<file path="src/rtl/gbuff_arbiter.sv">
// Round-robin arbiter that shares the single-port global buffer between the
// host loader, operand fetch and result writeback, one whole burst at a time.
module gbuff_arbiter #(
  parameter int ADDR_W = 8,
  parameter int DATA_W = 32,
  parameter int LEN_W  = 4
) (
  input  logic                  clk,
  input  logic                  rst,
  input  logic [2:0]            req,
  input  logic [2:0]            we,
  input  logic [3*ADDR_W-1:0]   addr,
  input  logic [3*DATA_W-1:0]   wdata,
  input  logic [3*LEN_W-1:0]    len,
  output logic [2:0]            gnt,
  output logic [2:0]            done,
  output logic [2:0]            rvalid,
  output logic [DATA_W-1:0]     rdata,
  output logic                  gb_wr_en,
  output logic [ADDR_W-1:0]     gb_index,
  output logic [DATA_W-1:0]     gb_data_in,
  input  logic [DATA_W-1:0]     gb_data_out,
  output logic                  dbg_state
);

  // Handshake: req[i] is a held request and gnt[i] is the per-beat ready.
  // A beat of requester i transfers in every cycle gnt[i] is high; the
  // requester must hold wdata for a beat until it has seen gnt for that
  // beat, and may drop req at any time after the grant without effect.
  typedef enum logic {
    IDLE  = 1'b0,
    BURST = 1'b1
  } state_t;

  state_t              state_q, state_d;
  logic [1:0]          rr_ptr_q;
  logic [1:0]          owner_q;
  logic [1:0]          winner;
  logic                lat_we_q;
  logic [ADDR_W-1:0]   lat_addr_q;
  logic [LEN_W-1:0]    lat_len_q;
  logic [LEN_W-1:0]    beat_q, beat_d;
  logic [2:0]          rvalid_q;
  logic                grant_now;

  // Search starts one past the last owner so a requester that keeps req
  // asserted yields to any other pending requester.
  function automatic logic [1:0] rr_pick(input logic [1:0] ptr,
                                         input logic [2:0] r);
    logic [1:0] cand;
    logic [1:0] res;
    logic       found;
    res   = ptr;
    found = 1'b0;
    for (int k = 1; k <= 3; k++) begin
      cand = 2'((int'(ptr) + k) % 3);
      if (!found && r[cand]) begin
        res   = cand;
        found = 1'b1;
      end
    end
    return res;
  endfunction

  assign winner    = rr_pick(rr_ptr_q, req);
  assign grant_now = (state_q == IDLE) && (|req);

  always_comb begin
    state_d    = state_q;
    beat_d     = beat_q;
    gnt        = 3'b000;
    done       = 3'b000;
    gb_wr_en   = 1'b0;
    gb_index   = '0;
    gb_data_in = '0;
    case (state_q)
      IDLE: begin
        beat_d = '0;
        if (|req) begin
          state_d = BURST;
        end
      end
      BURST: begin
        gnt        = 3'b001 << owner_q;
        gb_wr_en   = lat_we_q;
        gb_index   = lat_addr_q + ADDR_W'(beat_q);
        gb_data_in = wdata[owner_q*DATA_W +: DATA_W];
        if (beat_q == lat_len_q) begin
          done    = 3'b001 << owner_q;
          state_d = IDLE;
        end else begin
          beat_d = beat_q + LEN_W'(1);
        end
      end
      default: state_d = IDLE;
    endcase
  end

  always_ff @(posedge clk or posedge rst) begin
    if (rst) begin
      state_q    <= IDLE;
      rr_ptr_q   <= 2'd2;
      owner_q    <= 2'd0;
      beat_q     <= '0;
      lat_we_q   <= 1'b0;
      lat_addr_q <= '0;
      lat_len_q  <= '0;
      rvalid_q   <= 3'b000;
    end else begin
      state_q  <= state_d;
      beat_q   <= beat_d;
      // The buffer registers read data, so the strobe trails the read grant.
      rvalid_q <= gnt & {3{~lat_we_q}};
      if (grant_now) begin
        owner_q    <= winner;
        rr_ptr_q   <= winner;
        lat_we_q   <= we[winner];
        lat_addr_q <= addr[winner*ADDR_W +: ADDR_W];
        lat_len_q  <= len[winner*LEN_W +: LEN_W];
      end
    end
  end

  assign rvalid    = rvalid_q;
  assign rdata     = (|rvalid_q) ? gb_data_out : '0;
  assign dbg_state = (state_q == BURST);

endmodule

</file>
<file path="config.mk">
export PLATFORM = sky130hd
export DESIGN_NAME = gbuff_arbiter
export DESIGN_NICKNAME = d
export VERILOG_FILES = /design/src/rtl/gbuff_arbiter.sv
export SDC_FILE = /design/constraint.sdc
export NUM_CORES = 1
export LEC_CHECK = 0
export CORE_MARGIN = 5
export CORE_UTILIZATION = 35
export CTS_CLUSTER_SIZE = 40
export DETAILED_ROUTE_END_ITERATION = 16
export PLACE_DENSITY_LB_ADDON = 0.12
export SLEW_MARGIN = 20
export SYNTH_ARGS = -nofsm -noshare
export SYNTH_HDL_FRONTEND = slang
export SYNTH_SLANG_ARGS = --single-unit
</file>
<file path="constraint.sdc">
create_clock -name clk -period 4.17 [get_ports clk]
set_input_delay 0.417 -clock clk [delete_from_list [all_inputs] [get_ports clk]]
set_output_delay 0.417 -clock clk [all_outputs]
set_load 0.02 [all_outputs]
</file>
======== Word level (Yosys, flattened, before mapping) ========
Cells that the tools add are included.
word-level totals
  bits in registers ....................... 25
  input port bits ......................... 172
  output and inout bits ................... 83
  word-level logic and storage cells ...... 61
cells by class
  $add $sub $neg .......................... 5
  divide/modulo/power cells ............... 3
  $lt $le $gt $ge ......................... 4
  equal/unequal tests ..................... 2
  shift-type cells ........................ 4
  multiplexer cells ....................... 25
  bitwise logic cells ..................... 3
  reduce and logical (&&, ||, !) cells .... 7
operator list
  cell                                                                      number
  32-bit by 3-bit remainder unit with 32-bit output, second input constant  3
  96-bit by 8-bit variable part select with 32-bit output                   1
  32-bit 2-to-1 mux                                                         2
  24-bit by 6-bit variable part select with 8-bit output                    1
  2-bit by 3-bit < comparator with 1-bit output, second input constant      4
  12-bit by 5-bit variable part select with 4-bit output                    1
  1-bit 2-to-1 mux                                                          9
  3-bit 2-to-1 mux                                                          3
  8-bit by 4-bit adder with 8-bit output                                    1
  1-bit binary-select mux with 2-bit select                                 4
  8-bit 2-to-1 mux                                                          1
  4-bit case mux with 2 select lines                                        1
  2-bit by 2-bit adder with 3-bit output, second input constant             2
  2-bit 2-to-1 mux                                                          3
  3-bit OR reduction                                                        2
  4-bit by 1-bit adder with 4-bit output, second input constant             1
  4-bit == test                                                             1
  4-bit 2-to-1 mux                                                          1
  2-bit by 1-bit adder with 3-bit output, second input constant             1
  3-bit bitwise AND                                                         1
  1-bit logical AND                                                         3
  1-bit by 2-bit << shifter with 3-bit output, first input constant         1
  1-bit logical NOT                                                         2
  2-bit != test, second input constant                                      1
  other kinds (2)                                                           3

======== Logic depth before layout (Yosys ltp) ========
Gate-level depths: netlist (run 1).
  word-level depth ........................ 13
  gate-level depth with buffers ........... 10
  mapped depth without buffers ............ 8

======== Worst setup path before layout (run 1) ========
OpenSTA, ideal clock, no wires.
  kind .................................... register to output
  from .................................... reg beat_q[0]
  to ...................................... out gb_index[6]
  data arrival time ....................... 2,008 ps
  required time ........................... 3,753 ps
  slack ................................... 1,745 ps
  stages on the path, launching flop included .. 7
  buffers on the path ..................... 0
  path through ............................ dfrtp_1 ha_1 fa_1 a21o_1 a21oi_1 o21ai_0 a21boi_0
on the way
  longest elaborated chain between the ends .. 2
ends and longest elaborated chain
  item                                    RTL line  text
  start, declared                         42        logic [LEN_W-1:0] beat_q, beat_d;
  start signal, assigned                  111       beat_q <= beat_d;
  8-bit by 4-bit adder with 8-bit output  86        gb_index = lat_addr_q + ADDR_W'(beat_q);
  8-bit 2-to-1 mux                        76        case (state_q)
  end, declared                           20        output logic [ADDR_W-1:0] gb_index,
No other way between the ends.

======== Worst setup path after layout (run 1) ========
Ends and elaborated chain as after synthesis.

==> key figures, run 1 <==
Clocking
  – Clock Tree Buf Depth: 2
  – H-tree depth: 1
  – Clock transition at the registers of the reported paths: 0.09 ns
  – TritonCTS clock tree: done
  – CTS root buffer: clkbuf_8
  – CTS Sinks: 24
  – Hold buffer count at cts: 0
  – Post-CTS sizing: 0
  – Num CTS Buffers: 3
  – # Post-CTS Setup Buffers: 0
  – Later-pin clock latency in the skew report: 0.26 ns

Routing
  – DR vias: 3511
  – Post-route ant nets: 0
  – DR pass1 iterations: 4
  – Drt wl/cell: 17.6 um
  – Drc violations: 0
  – Routed WL: 12600 um
  – Vias/cell: 4.92
  – DR iter-0 viols: 111

Critical path
  – Critical path launch point type: register
  – Setup crit end kind: primary output
  – Critical path cell sequence: ha_1 -> fa_1 -> a21o_1 -> a21oi_1 -> o21ai_0 -> a21boi_0 -> clkdlybuf4s50_1
  – Crit path kind: register to primary output
  – Critical path's slowest cell: clkdlybuf4s50_1
  – Max incr delay on CP: 0.65 ns
  – Buf/Inv on CP: 1
  – Delay-heaviest family, CP: compound AO/OA/AOI/OAI gates
  – Max Fanout on Critical Path: 5
  – WP data required: 3.75 ns
  – CP startpoint: beat_q[0]
  – Reg2reg start: rr_ptr_q[1]
  – Arr. time, crit path: 2.84 ns

GRT
  – Largest net degree at the start of global routing: 42
  – Remaining Overflow, GRT: 0
  – First-pass GRT wire length: 19100 um
  – Initial antenna violation count: 0
  – Vias in the first global route: 3519
  – Total track usage: 23.6%

Synthesis
  – Synth area leader: dfrtp_1
  – Avg Cell Area, Syn: 7.72 um2
  – Async S/R FF share, synth: 100%
  – Synth Register Bits: 24
  – Synth Warn #: 0
  – Post-Synthesis Cells: 372
  – Area contributors post-synth: dfrtp_1 (20%), mux2i_1 (17%), nor2b_1 (15%), a21oi_1 (6.4%), nor2_1 (5.4%)
  – Synth top area share: 20.0%
  – Register area share after synthesis: 21.0%
  – Distinct cells, synth: 43
  – Post-Syn Area: 0.00287 mm2
  – EDFF count, synth: 0
  – Post-synth top flop: dfrtp_1
  – Mapped Nets: 554

Timing
  – Setup TNS: 0 ns
  – Setup violators final: 0
  – RSZ-0062 raised after global routing: no
  – Tcrit/Tclk final: 78.1%
  – Max Transition Viols Final: 0
  – Final hold violation count: 0
  – Worst Skew: 0.00623 ns
  – Max Clk Rate: 307 MHz
  – Worst Tran Pin Value: 0.971 ns
  – Min cycle time layout: 3.26 ns
  – Rel. slew slack: 35.3%

Place
  – IO Port Bufs: 254
  – GPL Wtd Cong: 0.904
  – Placed Area: 0.00548 mm2
  – DPL Wire Length: 10600 um

Final layout
  – Total Nets Final: 792
  – Final Util: 68.3%
  – Commonest non-fill, non-tap cell in the layout: clkdlybuf4s50_1
  – Most frequent cells in the layout: clkdlybuf4s50_1 (254), nor2b_1 (69), mux2i_1 (50)
  – Layout area overhead: 92.4%
  – Antenna Cells: 0
  – Layout cells sized above 1: 3.28%
  – Final instance area: 0.00552 mm2

Power
  – PwrDens: 708 mW/mm2
  – Max VDD drop: 0.487 mV
  – P_leak: 2.25 nW

Worst hold path
  – Min-delay worst type: register to register
  – Hold Startpoint: lat_addr_q[3]

Floorplan
  – Die X: 101 um
  – Die area: 0.0101 mm2
  – Initial Util: 35.5%
  – Rows: 33
  – DIE HEIGHT: 101 um
  – I/O pin count: 255
  – CORE AREA: 0.00809 mm2

Job
  – Max-cap violations: 0

Status
  – Status: completed
## flip-flops by register name, indices dropped and copies added, names as in the netlist
register	flops
lat_len_q	4
rvalid	3
rr_ptr_q	2
lat_we_q	1
beat_q	4
owner_q	1
dbg_state	1
lat_addr_q	8
## cells by family (layout without fill, tap and decap cells)
kind of cell / after synthesis / after routing / synth area share (%)
AND/OR/NAND/NOR: 160 / 160 / 30.2
multiplexers: 52 / 52 / 18.5
flip-flops: 24 / 24 / 21.0
AO/OA/AOI/OAI: 69 / 69 / 15.5
adder cells (fa/ha/maj): 10 / 10 / 4.62
buffers and inverters: 46 / 283 / 6.84
XOR/XNOR: 11 / 11 / 3.36
## through the flow
step	hold slack [ns]	total power [mW]	std cells	setup WS, ns
after CTS	0.511	3.94	714	0.918
after detailed placement	0.488	3.78	710	1.11
after global placement	0.482	3.73	710	1.26
final	0.513	3.91	714	0.913
after global routing	0.546	4.20	714	0.817
after floorplan	0.431	2.50	372	1.75
## layer usage
| layer | vias to the layer above | GRT usage [%] | part of all wire [%] | routed length, um |
|---|---|---|---|---|
| met2 | 133 | 42.2 | 51 | 6340 |
| met1 | 1633 | 30.4 | 41 | 5180 |
| met3 | 10 | 3.67 | 7.2 | 906 |
| met4 | 0 | 3.42 | 0.98 | 123 |
| li1 | 1735 | - | - | - |
| met5 | - | 0 | 0 | 0 |
## synthesized netlist by cell type, drive strengths merged (2+ instances only)
library cell  number
nor2b             69
xnor2              9
mux2               2
buf                7
and2              10
nand4              3
nor2              41
clkbuf            18
a21o               3
nand3b             2
nor3               2
a21oi             37
nand2             22
mux2i             50
o21ai              6
xor2               2
o221ai            13
inv               21
nand3              4
ha                 9
dfrtp             23
## power by group
part | total, mW | internal [mW] | switching [mW]
registers | 0.526 | 0.344 | 0.182
logic | 3.24 | 1.58 | 1.66
clock network | 0.142 | 0.0682 | 0.0739
## final cells by class
cell class	instances	area, um2
multi-input combinational	302	2080
tap	105	131
inverter	21	78.8
timing repair buffer	258	2580
fill	721	2570
sequential	24	603
clock buffer	4	45.0
## final timing paths
check / endpoint / slack (ns) / cells after the start
worst max-delay path: gb_index[6] / 0.91 / 7
worst min-delay path: lat_addr_q[3] / 0.51 / 2
worst max register to register: lat_we_q / 1.10 / 7
worst min register to register: lat_addr_q[3] / 0.51 / 2
max in group asynchronous: owner_q[1] / 2.90 / 2
min in group asynchronous: lat_addr_q[7] / 0.64 / 2
## worst reg2reg max path, delay by kind of cell, from the launching register on
family | cells | cell delay [ns]
AOI/OAI and AO/OA | 2 | 0.89
and+or+nand+nor | 1 | 0.12
buffers and inverters | 1 | 0.08
muxes | 2 | 0.72
DFF | 1 | 0.58
adders and majority gates | 1 | 0.55
(Power assumes the default switching activity.)
==> run 2, diff against run 1 <==
--- a/config.mk
+++ b/config.mk
@@ -6,7 +6,7 @@
 export NUM_CORES = 1
 export LEC_CHECK = 0
 export CORE_MARGIN = 5
-export CORE_UTILIZATION = 35
+export CORE_UTILIZATION = 32
 export CTS_CLUSTER_SIZE = 40
 export DETAILED_ROUTE_END_ITERATION = 16
 export PLACE_DENSITY_LB_ADDON = 0.12
==> constraint.sdc (replaced) <==
create_clock -name clk -period 3.2 [get_ports clk]
set_input_delay 0.32 -clock clk [delete_from_list [all_inputs] [get_ports clk]]
set_output_delay 0.32 -clock clk [all_outputs]
set_load 0.02 [all_outputs]
==> run 2 against run 1 <==
Cell area increased by 0.84%. Count of clock-buffer cells in the layout unchanged. Total power increased by 33%. Register-to-register slack got worse by 0.74 ns. Critical path depth unchanged. Sequential power increased by 24%. Routed wire length increased by 5.0%. Largest power group unchanged. Via count increased by 1.3%. Worst setup slack got worse by 0.72 ns. Sequential share of layout area decreased by 0.091 points. First-iteration DRC count decreased by 29%.
==> key figures, run 2 (synthesis results as in run 1) <==
Status
  – Status: completed

Critical path
  – Max incr delay on CP: 0.60 ns
  – Setup crit end kind: primary output
  – Buf/Inv on CP: 1
  – Critical path cell sequence: ha_1 -> fa_1 -> a21o_1 -> a21oi_1 -> xnor2_1 -> and2_1 -> clkdlybuf4s50_1
  – Delay-heaviest family, CP: adder cells
  – Max Fanout on Critical Path: 5
  – Critical path launch point type: register
  – Crit path kind: register to primary output
  – Critical path's slowest cell: clkdlybuf4s50_1
  – WP data required: 2.88 ns
  – Capture point of the worst reg-to-reg path: lat_addr_q[2]
  – CP startpoint: beat_q[0]
  – Reg2reg start: rr_ptr_q[0]
  – Reg2reg setup slack: 0.36 ns
  – Arr. time, crit path: 2.69 ns
  – Reg2Reg Depth: 8

Routing
  – DR iter-0 viols: 79
  – DR pass1 iterations: 4
  – DR vias: 3556
  – Routed WL: 13200 um
  – Vias/cell: 4.93
  – Post-route ant nets: 0
  – Drc violations: 0
  – Drt wl/cell: 18.3 um

Final layout
  – Most frequent cells in the layout: clkdlybuf4s50_1 (252), nor2b_1 (69), mux2i_1 (50)
  – Layout cells sized above 1: 4.24%
  – Max reg flops: 8
  – Total Nets Final: 796
  – Fillers: 783
  – Register area: 603 um2
  – Commonest non-fill, non-tap cell in the layout: clkdlybuf4s50_1
  – Multi-input gate area: 0.00208 mm2
  – Layout area overhead: 94.0%
  – Largest registers: lat_addr_q (8), beat_q (4), lat_len_q (4)
  – Largest Register: lat_addr_q

Floorplan
  – Rows: 34
  – I/O pin count: 255
  – Die area: 0.0110 mm2
  – CORE AREA: 0.00872 mm2
  – Die X: 105 um
  – DIE HEIGHT: 105 um
  – Initial Util: 32.9%

Timing
  – Worst Tran Pin Value: 0.922 ns
  – Max Transition Viols Final: 0
  – Tcrit/Tclk final: 94.1%
  – Setup TNS: 0 ns
  – Min cycle time layout: 3.01 ns
  – Setup violators final: 0
  – Fin Hold WS: 0.519 ns
  – Rel. slew slack: 38.4%
  – RSZ-0062 raised after global routing: no
  – Max Clk Rate: 332 MHz
  – Worst Skew: 0.00831 ns
  – Final hold violation count: 0

Power
  – Max VDD drop: 0.532 mV
  – PwrDens: 934 mW/mm2
  – P_leak: 2.29 nW

Clocking
  – TritonCTS clock tree: done
  – CTS root buffer: clkbuf_8
  – Hold buffer count at cts: 0
  – Later-pin clock latency in the skew report: 0.28 ns
  – Num CTS Buffers: 3
  – Clock transition at the registers of the reported paths: 0.09 ns
  – CTS Sinks: 24
  – Clock Tree Buf Depth: 2
  – H-tree depth: 1

GRT
  – Vias in the first global route: 3570
  – Largest net degree at the start of global routing: 33
  – Initial antenna violation count: 0
  – First-pass GRT wire length: 20400 um
  – Total track usage: 22.8%
  – Remaining Overflow, GRT: 0

Place
  – DPL Wire Length: 11100 um
  – GPL Wtd Cong: 0.909
  – IO Port Bufs: 254

Worst hold path
  – Hold Path End: rvalid[0]
  – Hold Startpoint: lat_we_q
  – Min-delay worst type: register to register
  – WHS Path Cells: 1

Job
  – Max-cap violations: 0
run 2: what timing repair did:
action | in CTS | in global routing
endpoints found under the setup margin | 0 | 1
setup buffers | 0 | 0
gates resized for setup | 0 | 1
run 2: final cells by class:
cell class	instances	share of cell area, %
diodes	1	0.0449
inverters	21	1.42
well taps	108	2.43
repair buffers	262	46.9
clock buffers	4	0.988
multi-input cells	302	37.4
flip-flops and latches	24	10.8
run 2: per-layer routing:
layer	global-route usage [%]	vias to the layer above	share of wire, %
li1	-	1741	-
met1	27.1	1659	40
met2	42.9	141	53
met3	4.07	15	6.2
met4	3.65	0	1.0
met5	0	-	0
run 2: how the worst max path moves through the flow:
stage                          endpoint  slack, ns  cells past startpoint
after floorplan           lat_addr_q[0]       0.80                     10
after global placement      gb_index[6]       0.51                      7
after detailed placement  lat_addr_q[2]       0.35                      8
after CTS                   gb_index[6]       0.13                      7
after global routing      lat_addr_q[2]       0.03                      8
final                       gb_index[4]       0.19                      7
run 2: through the flow:
step                      instance area [um2]  std cells  util [%]  setup slack (ns)  total power [mW]
final                                    5570        722      63.9             0.190              5.20
after global routing                     5570        721      63.8            0.0293              5.59
after CTS                                5570        721      63.8             0.135              5.25
after detailed placement                 5510        717      63.2             0.349              5.02
after global placement                   5510        717      63.2             0.508              4.96
after floorplan                          2870        372         -             0.804              3.26
run 2: where the power goes:
part           switching, mW  internal [mW]  total, mW
Clock                  0.105          0.110      0.215
Combinational           2.25           2.09       4.34
Sequential             0.202          0.449      0.651
